===== src/rtl/fp_mul_seq.sv =====
// Iterative floating-point multiplier: radix-4 Booth with one partial product per
// cycle, round-to-nearest-even, subnormal inputs treated as zero, results flushed to zero.
module fp_mul_seq #(
    parameter int EXP_W = 8,
    parameter int MAN_W = 23
) (
    input  logic                 clk,
    input  logic                 rst_n,
    input  logic                 start,
    input  logic [EXP_W+MAN_W:0] a,
    input  logic [EXP_W+MAN_W:0] b,
    output logic                 busy,
    output logic                 done,
    output logic [EXP_W+MAN_W:0] product,
    output logic [3:0]           flags
);
    localparam int W  = 1 + EXP_W + MAN_W;
    localparam int S  = MAN_W + 1;
    localparam int P  = 2 * S;
    localparam int N  = (MAN_W + 3) / 2;
    localparam int MW = 2 * N + 1;
    localparam int EW = EXP_W + 2;
    localparam int CW = $clog2(N + 1);
    localparam logic [EW-1:0] BIAS    = EW'((1 << (EXP_W - 1)) - 1);
    localparam logic [EW-1:0] EXP_TOP = EW'((1 << EXP_W) - 1);
    localparam logic [W-1:0]  QNAN    = {1'b0, {EXP_W{1'b1}}, 1'b1, {(MAN_W-1){1'b0}}};

    // Handshake: start is sampled only in IDLE; busy covers UNPACK..ROUND;
    // done is a one-cycle pulse in DONE, never overlapping busy.
    typedef enum logic [2:0] {IDLE, UNPACK, MUL, NORM, ROUND, DONE} state_t;
    state_t state, state_nx;

    logic [W-1:0]     a_q, b_q;
    logic [EW-1:0]    exp_q;
    logic [P-1:0]     mcand, acc, pp, norm;
    logic [MW-1:0]    mult;
    logic [CW-1:0]    cnt;
    logic [S-1:0]     sig_q;
    logic             guard_q, round_q, sticky_q;

    logic [EXP_W-1:0] ea, eb;
    logic [MAN_W-1:0] fa, fb;
    logic             a_zero, b_zero, a_inf, b_inf, a_nan, b_nan, a_snan, b_snan;
    logic             sign, inf_zero, nan_res, special;
    logic [W-1:0]     spec_product;
    logic [3:0]       spec_flags;

    assign ea       = a_q[W-2:MAN_W];
    assign eb       = b_q[W-2:MAN_W];
    assign fa       = a_q[MAN_W-1:0];
    assign fb       = b_q[MAN_W-1:0];
    assign a_zero   = (ea == '0);
    assign b_zero   = (eb == '0);
    assign a_inf    = (&ea) && (fa == '0);
    assign b_inf    = (&eb) && (fb == '0);
    assign a_nan    = (&ea) && (fa != '0);
    assign b_nan    = (&eb) && (fb != '0);
    assign a_snan   = a_nan && !fa[MAN_W-1];
    assign b_snan   = b_nan && !fb[MAN_W-1];
    assign sign     = a_q[W-1] ^ b_q[W-1];
    assign inf_zero = (a_inf && b_zero) || (b_inf && a_zero);
    assign nan_res  = a_nan || b_nan || inf_zero;
    assign special  = nan_res || a_inf || b_inf || a_zero || b_zero;

    always_comb begin
        spec_product = {sign, {(W-1){1'b0}}};
        spec_flags   = 4'b0000;
        if (nan_res) begin
            spec_product = QNAN;
            spec_flags   = {a_snan || b_snan || inf_zero, 3'b000};
        end else if (a_inf || b_inf) begin
            spec_product = {sign, {EXP_W{1'b1}}, {MAN_W{1'b0}}};
        end
    end

    // Booth digit from multiplier bits {2i+1, 2i, 2i-1}; negatives wrap modulo 2^P.
    always_comb begin
        pp = '0;
        case (mult[2:0])
            3'b001, 3'b010: pp = mcand;
            3'b011:         pp = mcand << 1;
            3'b100:         pp = -(mcand << 1);
            3'b101, 3'b110: pp = -mcand;
            default:        pp = '0;
        endcase
    end

    assign norm = acc[P-1] ? acc : (acc << 1);

    logic          inc, carry, inexact;
    logic [S:0]    sig_inc;
    logic [S-1:0]  sig_fin;
    logic [EW-1:0] exp_rnd;
    logic [W-1:0]  rnd_product;
    logic [3:0]    rnd_flags;

    always_comb begin
        inc         = guard_q & (round_q | sticky_q | sig_q[0]);
        sig_inc     = {1'b0, sig_q} + {{S{1'b0}}, inc};
        carry       = sig_inc[S];
        sig_fin     = carry ? sig_inc[S:1] : sig_inc[S-1:0];
        exp_rnd     = exp_q + {{(EW-1){1'b0}}, carry};
        inexact     = guard_q | round_q | sticky_q;
        rnd_product = {sign, exp_rnd[EXP_W-1:0], sig_fin[MAN_W-1:0]};
        rnd_flags   = {3'b000, inexact};
        if (!exp_rnd[EW-1] && (exp_rnd >= EXP_TOP)) begin
            rnd_product = {sign, {EXP_W{1'b1}}, {MAN_W{1'b0}}};
            rnd_flags   = 4'b0101;
        end else if (exp_rnd[EW-1] || (exp_rnd == '0)) begin
            rnd_product = {sign, {(W-1){1'b0}}};
            rnd_flags   = 4'b0011;
        end
    end

    always_ff @(posedge clk) begin
        if (!rst_n) state <= IDLE;
        else        state <= state_nx;
    end

    always_comb begin
        state_nx = state;
        busy     = 1'b0;
        done     = 1'b0;
        case (state)
            IDLE:    if (start) state_nx = UNPACK;
            UNPACK:  begin busy = 1'b1; state_nx = special ? DONE : MUL; end
            MUL:     begin busy = 1'b1; if (cnt == CW'(N - 1)) state_nx = NORM; end
            NORM:    begin busy = 1'b1; state_nx = ROUND; end
            ROUND:   begin busy = 1'b1; state_nx = DONE; end
            DONE:    begin done = 1'b1; state_nx = IDLE; end
            default: state_nx = IDLE;
        endcase
    end

    always_ff @(posedge clk) begin
        if (!rst_n) begin
            a_q      <= '0;
            b_q      <= '0;
            exp_q    <= '0;
            mcand    <= '0;
            mult     <= '0;
            acc      <= '0;
            cnt      <= '0;
            sig_q    <= '0;
            guard_q  <= 1'b0;
            round_q  <= 1'b0;
            sticky_q <= 1'b0;
            product  <= '0;
            flags    <= '0;
        end else begin
            case (state)
                IDLE: if (start) begin
                    a_q <= a;
                    b_q <= b;
                end
                UNPACK: begin
                    exp_q <= {2'b00, ea} + {2'b00, eb} - BIAS;
                    mcand <= {{S{1'b0}}, 1'b1, fa};
                    mult  <= {{(MW-S-1){1'b0}}, 1'b1, fb, 1'b0};
                    acc   <= '0;
                    cnt   <= '0;
                    if (special) begin
                        product <= spec_product;
                        flags   <= spec_flags;
                    end
                end
                MUL: begin
                    acc   <= acc + pp;
                    mcand <= mcand << 2;
                    mult  <= mult >> 2;
                    cnt   <= cnt + CW'(1);
                end
                NORM: begin
                    sig_q    <= norm[P-1:S];
                    guard_q  <= norm[S-1];
                    round_q  <= norm[S-2];
                    sticky_q <= |norm[S-3:0];
                    exp_q    <= exp_q + {{(EW-1){1'b0}}, acc[P-1]};
                end
                ROUND: begin
                    product <= rnd_product;
                    flags   <= rnd_flags;
                end
                default: ;
            endcase
        end
    end
endmodule


===== config.mk =====
export PLATFORM = sky130hd
export DESIGN_NAME = fp_mul_seq
export DESIGN_NICKNAME = d
export VERILOG_FILES = /design/src/rtl/fp_mul_seq.sv
export SDC_FILE = /design/constraint.sdc
export NUM_CORES = 1
export LEC_CHECK = 0
export CAP_MARGIN = 20
export CELL_PAD_IN_SITES_DETAIL_PLACEMENT = 1
export CELL_PAD_IN_SITES_GLOBAL_PLACEMENT = 1
export CORE_MARGIN = 2
export CORE_UTILIZATION = 48
export DETAILED_ROUTE_END_ITERATION = 8
export GPL_ROUTABILITY_DRIVEN = 0
export PLACE_DENSITY_LB_ADDON = 0.1
export SYNTH_ARGS = -nofsm -noshare
export SYNTH_HDL_FRONTEND = slang
export SYNTH_SLANG_ARGS = --single-unit
export TNS_END_PERCENT = 30

===== constraint.sdc =====
create_clock -name clk -period 8.4 [get_ports clk]
set_input_delay 1.68 -clock clk [delete_from_list [all_inputs] [get_ports clk]]
set_output_delay 1.68 -clock clk [all_outputs]
set_load 0.005 [all_outputs]

== Word-level counts from Yosys, hierarchy flattened ==
Index checks and enable logic that the tools add are counted.
Storage, ports and cells
  register bits after elaboration: 267
  input bits: 67
  memory bits (read-only): 0
  output and inout port bits: 38
  memories kept: 0
  latch bits: 0
  RAM bits: 0
Cells by class
  add/subtract/negate cells: 9
  muxes and demuxes: 25
  eq/ne operators: 15
  shift-type cells: 0
  reductions and logical operators: 43
  $mul: 0
  order comparisons: 1
  div/mod/pow operators: 0
  bitwise gates (word level): 6
Operators by type and width (count)
  one-hot mux 48 bit (2 select lines): 2
  one-hot mux 48 bit (4 select lines): 1
  negation 48 bit: 2
  two-way mux 31 bit: 3
  two-way mux 32 bit: 2
  one-hot mux 32 bit (2 select lines): 1
  one-hot mux 27 bit (2 select lines): 1
  adder 48 bit: 1
  two-way mux 48 bit: 1
  zero test 23 bit: 2
  nonzero test 23 bit: 2
  adder 24 x 1 -> 25 bit: 1
  two-way mux 23 bit: 1
  OR reduction 22 bit: 1
  adder 10 x 1 -> 10 bit: 2
  one-hot mux 10 bit (2 select lines): 1
  zero test 8 bit: 2
  one-hot mux 4 bit (2 select lines): 2
  AND reduction 8 bit: 2
  == test 3 bit, second input constant: 5
  one-hot mux 3 bit (5 select lines): 1
  == test 3 x 2 -> 1 bit, second input constant: 4
  two-way mux 3 bit: 4
  logical OR 1 bit: 11
  other kinds (21): 44

== Depth between registers and ports, before layout ==
Gate-level depths: netlist of run 1.
  depth after elaboration: 11
  mapped depth: 25

== Worst setup path after synthesis of run 1 ==
Ideal clock, no wire load.
  kind: register -> register
  start: reg mcand[0]
  end: reg acc[43]
  arrival time: 4.757 ns
  cell stages (with the launch flop): 23
  slack: 3.514 ns
  data required time: 8.272 ns
  buffers on the path: 1
  cell sequence: dfxtp_1 -> inv_1 -> ha_1 -> or3b_1 -> clkbuf_1 -> or2_1 -> or4_1 -> or4b_2 -> nand2_1 -> xnor2_1 -> nand2_1 -> nand2_1 -> ha_1 -> a21o_1 -> a31oi_1 -> o32ai_1 -> nor3_1 -> a21oi_1 -> o31a_1 -> o21ai_0 -> or3b_2 -> nand2_1 -> o21ai_0
On the way
  cells in the longest elaborated chain, start to end: 4
  elaborated cells on any way between the ends: 5
  classes of those cells: add/sub (3); mux (2)
RTL lines
  start, declared: RTL line 35  | logic [P-1:0] mcand, acc, pp, norm;
  start signal, assigned: RTL line 158  | mcand <= {{S{1'b0}}, 1'b1, fa};
  start signal, assigned: RTL line 169  | mcand <= mcand << 2;
  negation 48 bit (on tied branches): RTL line 83, 82
  one-hot mux 48 bit (4 select lines) (*): RTL line 79  | case (mult[2:0])
  adder 48 bit (*): RTL line 168  | acc <= acc + pp;
  one-hot mux 48 bit (2 select lines) (*): RTL line 151  | case (state)
  end signal, assigned: RTL line 168
  end, declared: RTL line 35
Mark *: on every way between the ends. The rest lies on a longest branch, timed or not.
A chain may end at the register's enable or synchronous reset.

== Worst setup path in the final report of run 1 ==
  start: reg mcand[1]
  end: reg acc[44]
Same word-level chain as after synthesis.

==> results of run 1 <==
-- final cells by class --
| type | count | area [um2] |
|---|---|---|
| Clock buffer | 38 | 842 |
| Clock inverter | 17 | 282 |
| Fill cell | 4124 | 14900 |
| Inverter | 37 | 144 |
| Multi-Input combinational cell | 1671 | 10100 |
| Sequential cell | 265 | 5310 |
| Tap cell | 448 | 561 |
| Timing Repair Buffer | 126 | 1230 |
-- worst max-delay path, cell delays in order, from the launching register on --
cell,delay (ps)
dfxtp_1,370
inv_1,90
ha_1,220
or3b_1,480
or2_1,330
or4_1,510
or4b_2,710
o21ai_0,180
a22oi_1,100
o21ai_0,140
ha_1,370
a21oi_1,170
o21ai_0,160
o21ai_0,210
nand2_1,150
a31oi_1,440
o21ai_0,210
a31oi_1,370
o21bai_1,150
xnor2_1,150
o21ai_0,100
-- routing by layer --
metal	vias to the layer above	part of all wire	global-route usage
li1	7612	-	-
met1	7837	0.45	0.384
met2	370	0.47	0.497
met3	106	0.045	0.0351
met4	0	0.026	0.0870
met5	-	0	0
-- stage by stage --
stage	total power [W]	setup WS [ps]	hold slack, ps	instances
6_report	0.00450	2640	453	2602
3_3_place_gp	0.00293	2930	442	2544
2_1_floorplan	0.00255	3510	436	2137
4_1_cts	0.00448	2700	456	2599
3_5_place_dp	0.00299	2720	448	2544
5_1_grt	0.00474	2280	481	2602
-- worst paths after layout --
path / startpoint / end / slack [ps] / cells after the start
worst max-delay path: mcand[1] / acc[44] / 2640 / 20
worst min-delay path: mult[6] / mult[6] / 450 / 2
worst max register to register: mcand[1] / acc[44] / 2640 / 20
worst min register to register: mult[6] / mult[6] / 450 / 2
-- cells by family (layout without fill, tap and decap cells) --
kind of cell             Yosys count  after routing  share of synthesized area
adder cells (fa/ha/maj)           72             72                     0.0568
flip-flops                       265            265                      0.329
XOR/XNOR                         129            129                     0.0701
AND/OR/NAND/NOR                  753            753                      0.208
buffers and inverters            201            218                     0.0499
multiplexers                      30             30                     0.0186
AO/OA/AOI/OAI                    687            687                      0.268
-- power by group through the flow --
| stage | registers, W | logic [W] | clock network, W |
|---|---|---|---|
| 2_1_floorplan | 0.00149 | 0.00106 | 0 |
| 6_report | 0.00155 | 0.00145 | 0.00149 |
| 4_1_cts | 0.00155 | 0.00143 | 0.00151 |
| 5_1_grt | 0.00157 | 0.00161 | 0.00156 |
| 3_3_place_gp | 0.00157 | 0.00136 | 0 |
| 3_5_place_dp | 0.00158 | 0.00141 | 0 |
-- sequential cells by signal, summed over array words and instances (netlist names) --
signal,count
product,32
flags,4
guard_q,1
mult,25
mcand,48
round_q,1
state,3
sticky_q,1
b_q,32
acc,48
cnt,4
sig_q,24
exp_q,10
a_q,32
-- cells in the final DEF, fill, tap and decap left out, types with 9 or more instances in the layout --
cell type	synthesis	routed
or3_1	20	20
mux2i_1	30	30
a31oi_1	16	16
nor3_1	32	30
a21oi_1	200	200
nand4_1	17	17
clkdlybuf4s50_1	0	104
o21a_1	11	11
a22oi_1	155	155
xor2_1	49	49
ha_1	70	70
and2_1	9	9
a21o_1	30	30
nor2_1	219	215
o211ai_1	11	11
o21ai_0	155	155
buf_4	0	20
nand2_1	334	334
nand3_1	34	32
and3_1	18	17
inv_1	36	36
o21bai_1	10	10
xnor2_1	80	80
nor4_1	21	21
a211oi_1	34	34
clkbuf_16	0	31
dfxtp_1	265	264
==> results.ini, run 1 <==
[pwr]
power.share.clock = 0.331
powerDensity_mw_per_mm2 = 244
max-vdd-ir-drop_uv = 195
pwr-share-comb = 0.323
p_int_w = 0.00280
p_leak_nw = 6.85
power_frac_seq = 0.345
swShare = 0.377
power_switching_w = 0.00169

[floorplanning]
die_h_um = 187
die-area_mm2 = 0.0351
pin_count = 105
coreArea_mm2 = 0.0333
rows = 67
die_width_um = 187
start_util = 0.484

[finish]
nets = 2270
drive_gt1_frac = 0.0497
design_area_mm2 = 0.0184
fin_util = 0.554
areaGrowthSynthToFinish_pct = 14.3
diodes = 0

[synthesis]
async_reset_ff_frac = 0
synth_top_area_cell = dfxtp_1
syn_area_mm2 = 0.0161
synth_edf_count = 0
syn_area_per_cell_um2 = 7.54
ys_ff_latch = 265
synth_cell_type_count = 76
yosysWarnings = 0
yosys-top-cells-count = nand2_1, dfxtp_1, nor2_1, a21oi_1
ys_seq_area_frac = 0.329
yosysTopAreaCellShare = 0.329
syn_inst = 2137
ys.flop_type = dfxtp_1
ys_top_cells_by_area = dfxtp_1, nand2_1, a22oi_1, a21oi_1, ha_1
syn_nets = 2276
synth.most_common_cell = nand2_1

[global_route]
antenna_found_initial = 0
grt_max_degree = 124
track_usage = 0.291
grt_pass1_vias = 16146
grt_pass1_wl_mm = 84.8
gr-total-overflow = 0

[sta]
rsz0062_at_grt = no
timing.final.crit_share = 0.686
worst_slew_pin_slew_ps = 1030
clock.fmax_mhz = 174
setup_tns_ps = 0
maxSlewViolCount = 0
timing.final.crit_period_ps = 5760
slew_headroom = 0.315
setup_violations = 0
finalHoldViolations = 0
clock_skew_ps = 21.4

[routing]
wirelength_mm = 52.2
vias = 15925
drt_iter0_markers = 923
drcViolationCount = 0
avgRoutedWirePerCell_um = 20.1
ant_nets = 0
firstDrtPassIters = 5
via_per_inst = 6.12

[setup_path]
worstPathArrival_ps = 6170
timing_worst_setup_path_type = register to register
startpoint_type = register
critPathMaxFanout = 7
end_kind = register
cp.required_ps = 8810

[place]
dp_hpwl_mm = 36.4
placed_area_mm2 = 0.0173
port_buffers = 104

[clock_network]
clock_latency_ps = 570
cts_tree = done
cts-root-buf = clkbuf_16
clkSinkCount = 265
postCtsSetupBuffers = 0
cts.clk_slew.worst_paths_ps = 70
h-tree-depth = 1
numCtsBuffers = 30
ctsLongestPathBuffers = 3
hold_buffers = 0
postCtsResizedCells = 0

[run]
cap_viol_max_count = 0

[outcome]
status = completed

[worst_hold_path]
hold_path.class = register to register

Power figures use the tool's default switching activity.
==> run 2: changes to the inputs <==
- CORE_UTILIZATION: 48 -> 45
- clock period: 8.4 -> 5.3 ns (I/O delays scaled with it)
==> run 2 against run 1 <==
Compared with the run above: flip-flop and latch count stayed put; first-iteration DRC count is 2.5% lower; sequential power is 57% higher; via count is 1.5% higher; wire length is 2.2% higher; largest cell class unchanged; final cell count is 3.6% higher; total power is 58% higher.
==> results.ini, run 2 (synthesized netlist as in run 1, its figures left out) <==
[setup_path]
cpPeakStageDelay_ps = 500  ; -210 ps
crit_path_start = mcand[0]
cpLargestDelayFamily = simple AND/OR/NAND/NOR gates
worstPathArrival_ps = 5570  ; -600 ps
crit_slowest_cell = or3b_2
cp_num_cells = 23  ; +15%
end_kind = register
critPathBufInv = 2  ; +1
timing_worst_setup_path_type = register to register
reg2reg_slack_ps = 200  ; -2440 ps
rr_endpoint = acc[47]
ff2ff_path_depth = 23  ; +15%
crit_chain = inv_1 -> ha_4 -> or3b_4 -> or2_1 -> buf_4 -> nor2_4 -> nand2_2 -> or3_1 -> nand2_1 -> xnor2_1 -> a22oi_1 -> o21ai_0 -> ha_1 -> nand2_1 -> or3b_2 -> or3_1 -> a31o_2 -> a21oi_2 -> o31a_1 -> o21ai_1 -> xor2_1 -> o21bai_1 -> a22o_1
cp-endpoint = acc[47]
startpoint_type = register
reg2reg_from = mcand[0]
cp.required_ps = 5770  ; -3040 ps
critPathMaxFanout = 5  ; -2

[global_route]
grt_max_degree = 91  ; -27%
grt_pass1_wl_mm = 86.9  ; +2.5%
grt_pass1_vias = 16243  ; +0.60%
track_usage = 0.278  ; -0.0128
gr-total-overflow = 0  ; unchanged
antenna_found_initial = 1  ; +1

[sta]
setup_tns_ps = 0  ; unchanged
slew_headroom = 0.301  ; -0.0134
finalHoldViolations = 0  ; unchanged
setup_violations = 0  ; unchanged
clock_skew_ps = 15.2  ; -6.20 ps
timing.final.crit_period_ps = 5100  ; -663 ps
rsz0062_at_grt = yes
timing.final.ws_setup_ps = 204  ; -2440 ps
clock.fmax_mhz = 196  ; +13%
worst_slew_pin_slew_ps = 1050  ; +17.6 ps
maxSlewViolCount = 0  ; unchanged
timing.final.crit_share = 0.962  ; +0.276

[finish]
design_area_mm2 = 0.0191  ; +3.6%
drive_gt1_frac = 0.0971  ; +0.0475
reg.largest.list = acc: 48 flops, mcand: 48 flops
final_cells = 2695  ; +3.6%
nets = 2351  ; +3.6%
final_cell_mix = nand2_1, dfxtp_1, nor2_1, a21oi_1, a22oi_1
final_common_cell = nand2_1
diodes = 0  ; unchanged
areaGrowthSynthToFinish_pct = 18.4

[place]
pre_cts_ws_ps = -130  ; -2850 ps
port_buffers = 104  ; unchanged
dp.cells = 2633  ; +3.5%
placed_area_mm2 = 0.0178  ; +3.4%
dp_hpwl_mm = 38.3  ; +5.4%

[clock_network]
ctsLongestPathBuffers = 3  ; unchanged
numCtsBuffers = 31  ; +3.3%
hold_buffers = 0  ; unchanged
cts_tree = done
clock_latency_ps = 590  ; +20 ps
h-tree-depth = 1  ; unchanged
clkSinkCount = 265  ; unchanged
cts.clk_slew.worst_paths_ps = 60  ; about the same
cts-root-buf = clkbuf_16

[routing]
vias = 16158  ; +1.5%
ant_nets = 0  ; unchanged
firstDrtPassIters = 5  ; unchanged
drcViolationCount = 0  ; unchanged
via_per_inst = 6.00  ; -2.0%
drt_iter0_markers = 900  ; -2.5%
wirelength_mm = 53.4  ; +2.2%
avgRoutedWirePerCell_um = 19.8  ; -1.3%

[floorplanning]
pin_count = 105  ; unchanged
rows = 69  ; +3.0%
die_h_um = 193  ; +3.2%
start_util = 0.455  ; -0.0290
coreArea_mm2 = 0.0354  ; +6.4%
die_width_um = 193  ; +3.2%
die-area_mm2 = 0.0374  ; +6.5%

[pwr]
powerDensity_mw_per_mm2 = 371  ; +52%
max-vdd-ir-drop_uv = 293  ; +50%
p_leak_nw = 7.24  ; +5.7%

[run]
cap_viol_max_count = 0  ; unchanged

[outcome]
status = completed

[worst_hold_path]
hold_path.class = register to register

## run 2: cell types whose count changed in the layout (fill, tap and decap cells not counted), sizes merged
cell,previous run,this run
clkinv,5,11
buf,22,102
clkbuf,38,40
clkinvlp,4,1
bufinv,7,2
## run 2: where the power goes
| part | switching, W | leakage [nW] | internal, W |
|---|---|---|---|
| clock network | 0.000868 | 0.487 | 0.00120 |
| registers | 0.000234 | 2.15 | 0.00220 |
| logic | 0.00163 | 4.60 | 0.000948 |
| total | 0.00273 | 7.24 | 0.00435 |
## run 2: through the flow
stage | power (W) | hold slack [ps] | util
CTS | 0.00700 | 455 | 0.533
floorplan | 0.00404 | 436 | -
detailed placement | 0.00490 | 447 | 0.504
global route | 0.00749 | 475 | 0.539
global placement | 0.00481 | 442 | 0.504
finish | 0.00709 | 458 | 0.539
## run 2: routing by layer
layer  routed length [um]  GRT usage
met3                 2640     0.0312
met4                 1080     0.0633
met5                    0          0
met1                24500      0.378
met2                25100      0.473
## run 2: how the worst min path moves through the flow
stage	end	slack (ps)	depth (start not counted)	startpoint
after CTS	product[2]	460	2	product[2]
after floorplan	mult[10]	440	2	mult[10]
after global placement	mult[11]	440	2	mult[11]
final	product[2]	460	2	product[2]
after global routing	product[18]	480	2	product[18]
after detailed placement	product[2]	450	2	product[2]
## run 2: repair_timing
action,4_1_cts,5_1_grt
buffers inserted,2,3
pin swaps,4,16
gates resized for setup,7,44
setup endpoints to repair,7,34
## run 2: cell type report
class                      instances  area, um2
clock buffer                      40        840
clock inverter                    15        131
fill                            4379      16300
inverter                          37        144
multi-input combinational       1671      10300
sequential                       265       5310
tap                              461        577
timing repair buffer             206       1820
## run 2: worst reg2reg max path, cell delays in order (launching register included)
cell and delay, ps:
dfxtp_1 320, inv_1 100, ha_4 160, or3b_4 390, or2_1 270, buf_4 170
nor2_4 100, nand2_2 100, or3_1 380, nand2_1 100, xnor2_1 80, a22oi_1 150
o21ai_0 120, ha_1 350, nand2_1 110, or3b_2 500, or3_1 310, a31o_2 260
a21oi_2 170, o31a_1 270, o21ai_1 120, xor2_1 180, o21bai_1 80, a22o_1 190
==> run 3: changes to the inputs <==
- SETUP_SLACK_MARGIN: not set -> 0.3
==> run 3 against run 2 <==
Compared with the run above: sequential power hardly changed; clock skew shrank 1.8 ps; total power rose by 1.8%; critical path depth shrank 3; combinational power grew 5%; largest cell class unchanged; highest routed layer unchanged; final cell count is 0.33% higher; final area rose by 1.5%; register-to-register slack improved by 97 ps; die area stayed put.
==> results.ini, run 3 (synthesized netlist as in run 1, its figures left out) <==
[clock_network]
clock_latency_ps = 580  ; about the same
numCtsBuffers = 31  ; unchanged
cts_tree = done
h-tree-depth = 1  ; unchanged
cts-root-buf = clkbuf_16
ctsLongestPathBuffers = 3  ; unchanged
hold_buffers = 0  ; unchanged
cts.clk_slew.worst_paths_ps = 60  ; about the same
clkSinkCount = 265  ; unchanged

[sta]
clock_skew_ps = 13.4  ; -1.78 ps
worst_slew_pin_slew_ps = 1050  ; +8.01 ps
finalHoldViolations = 0  ; unchanged
timing.hold.ws_ps = 458  ; -0.0370 ps
slew_headroom = 0.296  ; -0.00535
maxSlewViolCount = 0  ; unchanged
clock.fmax_mhz = 200  ; +1.9%
timing.final.crit_period_ps = 5000  ; -97.4 ps
setup_violations = 0  ; unchanged
timing.final.crit_share = 0.943  ; -0.0184
timing.final.ws_setup_ps = 301  ; +97.4 ps
rsz0062_at_grt = yes

[pwr]
power_frac_seq = 0.338  ; -0.006
power.share.clock = 0.288  ; -0.004
max-vdd-ir-drop_uv = 294  ; +0.33%
p_leak_nw = 7.34  ; +1.4%
power_switching_w = 0.00277  ; +1.5%
pwr-share-comb = 0.374  ; +0.010
swShare = 0.384  ; -0.00119
p_int_w = 0.00444  ; +2.0%
powerDensity_mw_per_mm2 = 372  ; +0.29%

[floorplanning]
rows = 69  ; unchanged
pin_count = 105  ; unchanged
die_width_um = 193  ; unchanged
die_h_um = 193  ; unchanged
die-area_mm2 = 0.0374  ; unchanged
coreArea_mm2 = 0.0354  ; unchanged
start_util = 0.455  ; unchanged

[setup_path]
cpPeakStageDelay_ps = 550  ; +50 ps
reg2reg_slack_ps = 300  ; +100 ps
startpoint_type = register
timing_worst_setup_path_type = register to register
cpLargestDelayFamily = simple AND/OR/NAND/NOR gates
rr_endpoint = acc[43]
ff2ff_path_depth = 20  ; -13%
cp.required_ps = 5740  ; -30 ps
crit_slowest_cell = or4_4
reg2reg_from = mcand[0]
crit_path_start = mcand[0]
critPathMaxFanout = 4  ; -1
crit_chain = inv_2 -> ha_4 -> or3b_4 -> or2_4 -> or4_4 -> or3_4 -> nand2_1 -> xnor2_1 -> a22oi_1 -> o21ai_1 -> ha_1 -> and3_1 -> a32oi_2 -> a31o_4 -> a21oi_4 -> o31a_1 -> o21ai_1 -> or3b_4 -> nand2_2 -> o21ai_1
end_kind = register
worstPathArrival_ps = 5440  ; -130 ps
cp-endpoint = acc[43]
critPathBufInv = 1  ; -1
cp_num_cells = 20  ; -13%
crit_top_cell = o21ai_1

[global_route]
gr-total-overflow = 0  ; unchanged
grt_pass1_wl_mm = 87.2  ; +0.32%
antenna_found_initial = 1  ; unchanged
grt_pass1_vias = 16371  ; +0.79%
grt_max_degree = 91  ; unchanged
track_usage = 0.279  ; +0.000859

[finish]
final_cell_mix = nand2_1, dfxtp_1, nor2_1, a21oi_1, a22oi_1
diodes = 0  ; unchanged
reg.largest.list = acc: 48 flops, mcand: 48 flops
nets = 2360  ; +0.38%
drive_gt1_frac = 0.115  ; +0.0183
areaGrowthSynthToFinish_pct = 20.1
final_common_cell = nand2_1

[routing]
wl_met1_mm = 24.5  ; about the same
vias = 16313  ; +0.96%
met3_length_mm = 2.83  ; +7.1%
firstDrtPassIters = 6  ; +1
dr.max_layer_used = met4
drt_iter0_markers = 967  ; +7.4%
ant_nets = 0  ; unchanged
drcViolationCount = 0  ; unchanged
wirelength_mm = 54.2  ; +1.6%
via_per_inst = 6.03  ; +0.62%
avgRoutedWirePerCell_um = 20.1  ; +1.3%
route.met2.wl_mm = 26.0  ; +3.2%

[place]
port_buffers = 104  ; unchanged
dp_hpwl_mm = 38.3  ; unchanged
pre_cts_ws_ps = -130  ; unchanged

[worst_hold_path]
hold_path.class = register to register

[outcome]
status = completed

[run]
cap_viol_max_count = 0  ; unchanged

[run 3: repair_timing]
item	in CTS	in global routing
setup endpoints to repair	19	45
pin swaps	12	42
resized for setup	38	70
hold endpoints to repair	0	0
buffers inserted	6	8
[run 3: worst min-delay path by stage]
stage	endpoint	startpoint	slack, ps	cells past startpoint
after CTS	product[2]	product[2]	460	2
after global placement	mult[11]	mult[11]	440	2
final	product[2]	product[2]	460	2
after detailed placement	product[2]	product[2]	450	2
after global routing	product[18]	product[18]	480	2
after floorplan	mult[10]	mult[10]	440	2
[run 3: area by class of cell]
cell class,count,area (um2)
Clock buffer,40,840
Clock inverter,15,131
Fill cell,4368,16000
Inverter,37,144
Multi-Input combinational cell,1671,10500
Sequential cell,265,5310
Tap cell,461,577
Timing Repair Buffer,215,1890
[run 3: per-layer routing]
| layer | vias up | GRT usage |
|---|---|---|
| met5 | - | 0 |
| met4 | 0 | 0.0619 |
| met3 | 65 | 0.0314 |
| met2 | 427 | 0.479 |
| met1 | 8041 | 0.376 |
| li1 | 7780 | - |
[run 3: stage by stage]
step	cells	util	setup TNS, ps	power (W)	area, um2
finish	2704	0.547	0	0.00721	19400
global route	2704	0.547	0	0.00762	19400
CTS	2694	0.537	0	0.00709	19000
detailed placement	2633	0.504	-243	0.00490	17800
global placement	2633	0.504	0	0.00481	17800
floorplan	2137	-	0	0.00404	16100
[run 3: power groups by stage]
stage | registers [W] | clock network [W] | logic (W)
2_1_floorplan | 0.00236 | 0 | 0.00167
3_3_place_gp | 0.00246 | 0 | 0.00235
3_5_place_dp | 0.00247 | 0 | 0.00242
4_1_cts | 0.00243 | 0.00211 | 0.00254
5_1_grt | 0.00247 | 0.00219 | 0.00295
6_report | 0.00244 | 0.00207 | 0.00270
[run 3: worst min-delay path: stages (launching register included)]
cell,delay [ps]
dfxtp_1,310
nand3_1,60
nand2_1,40
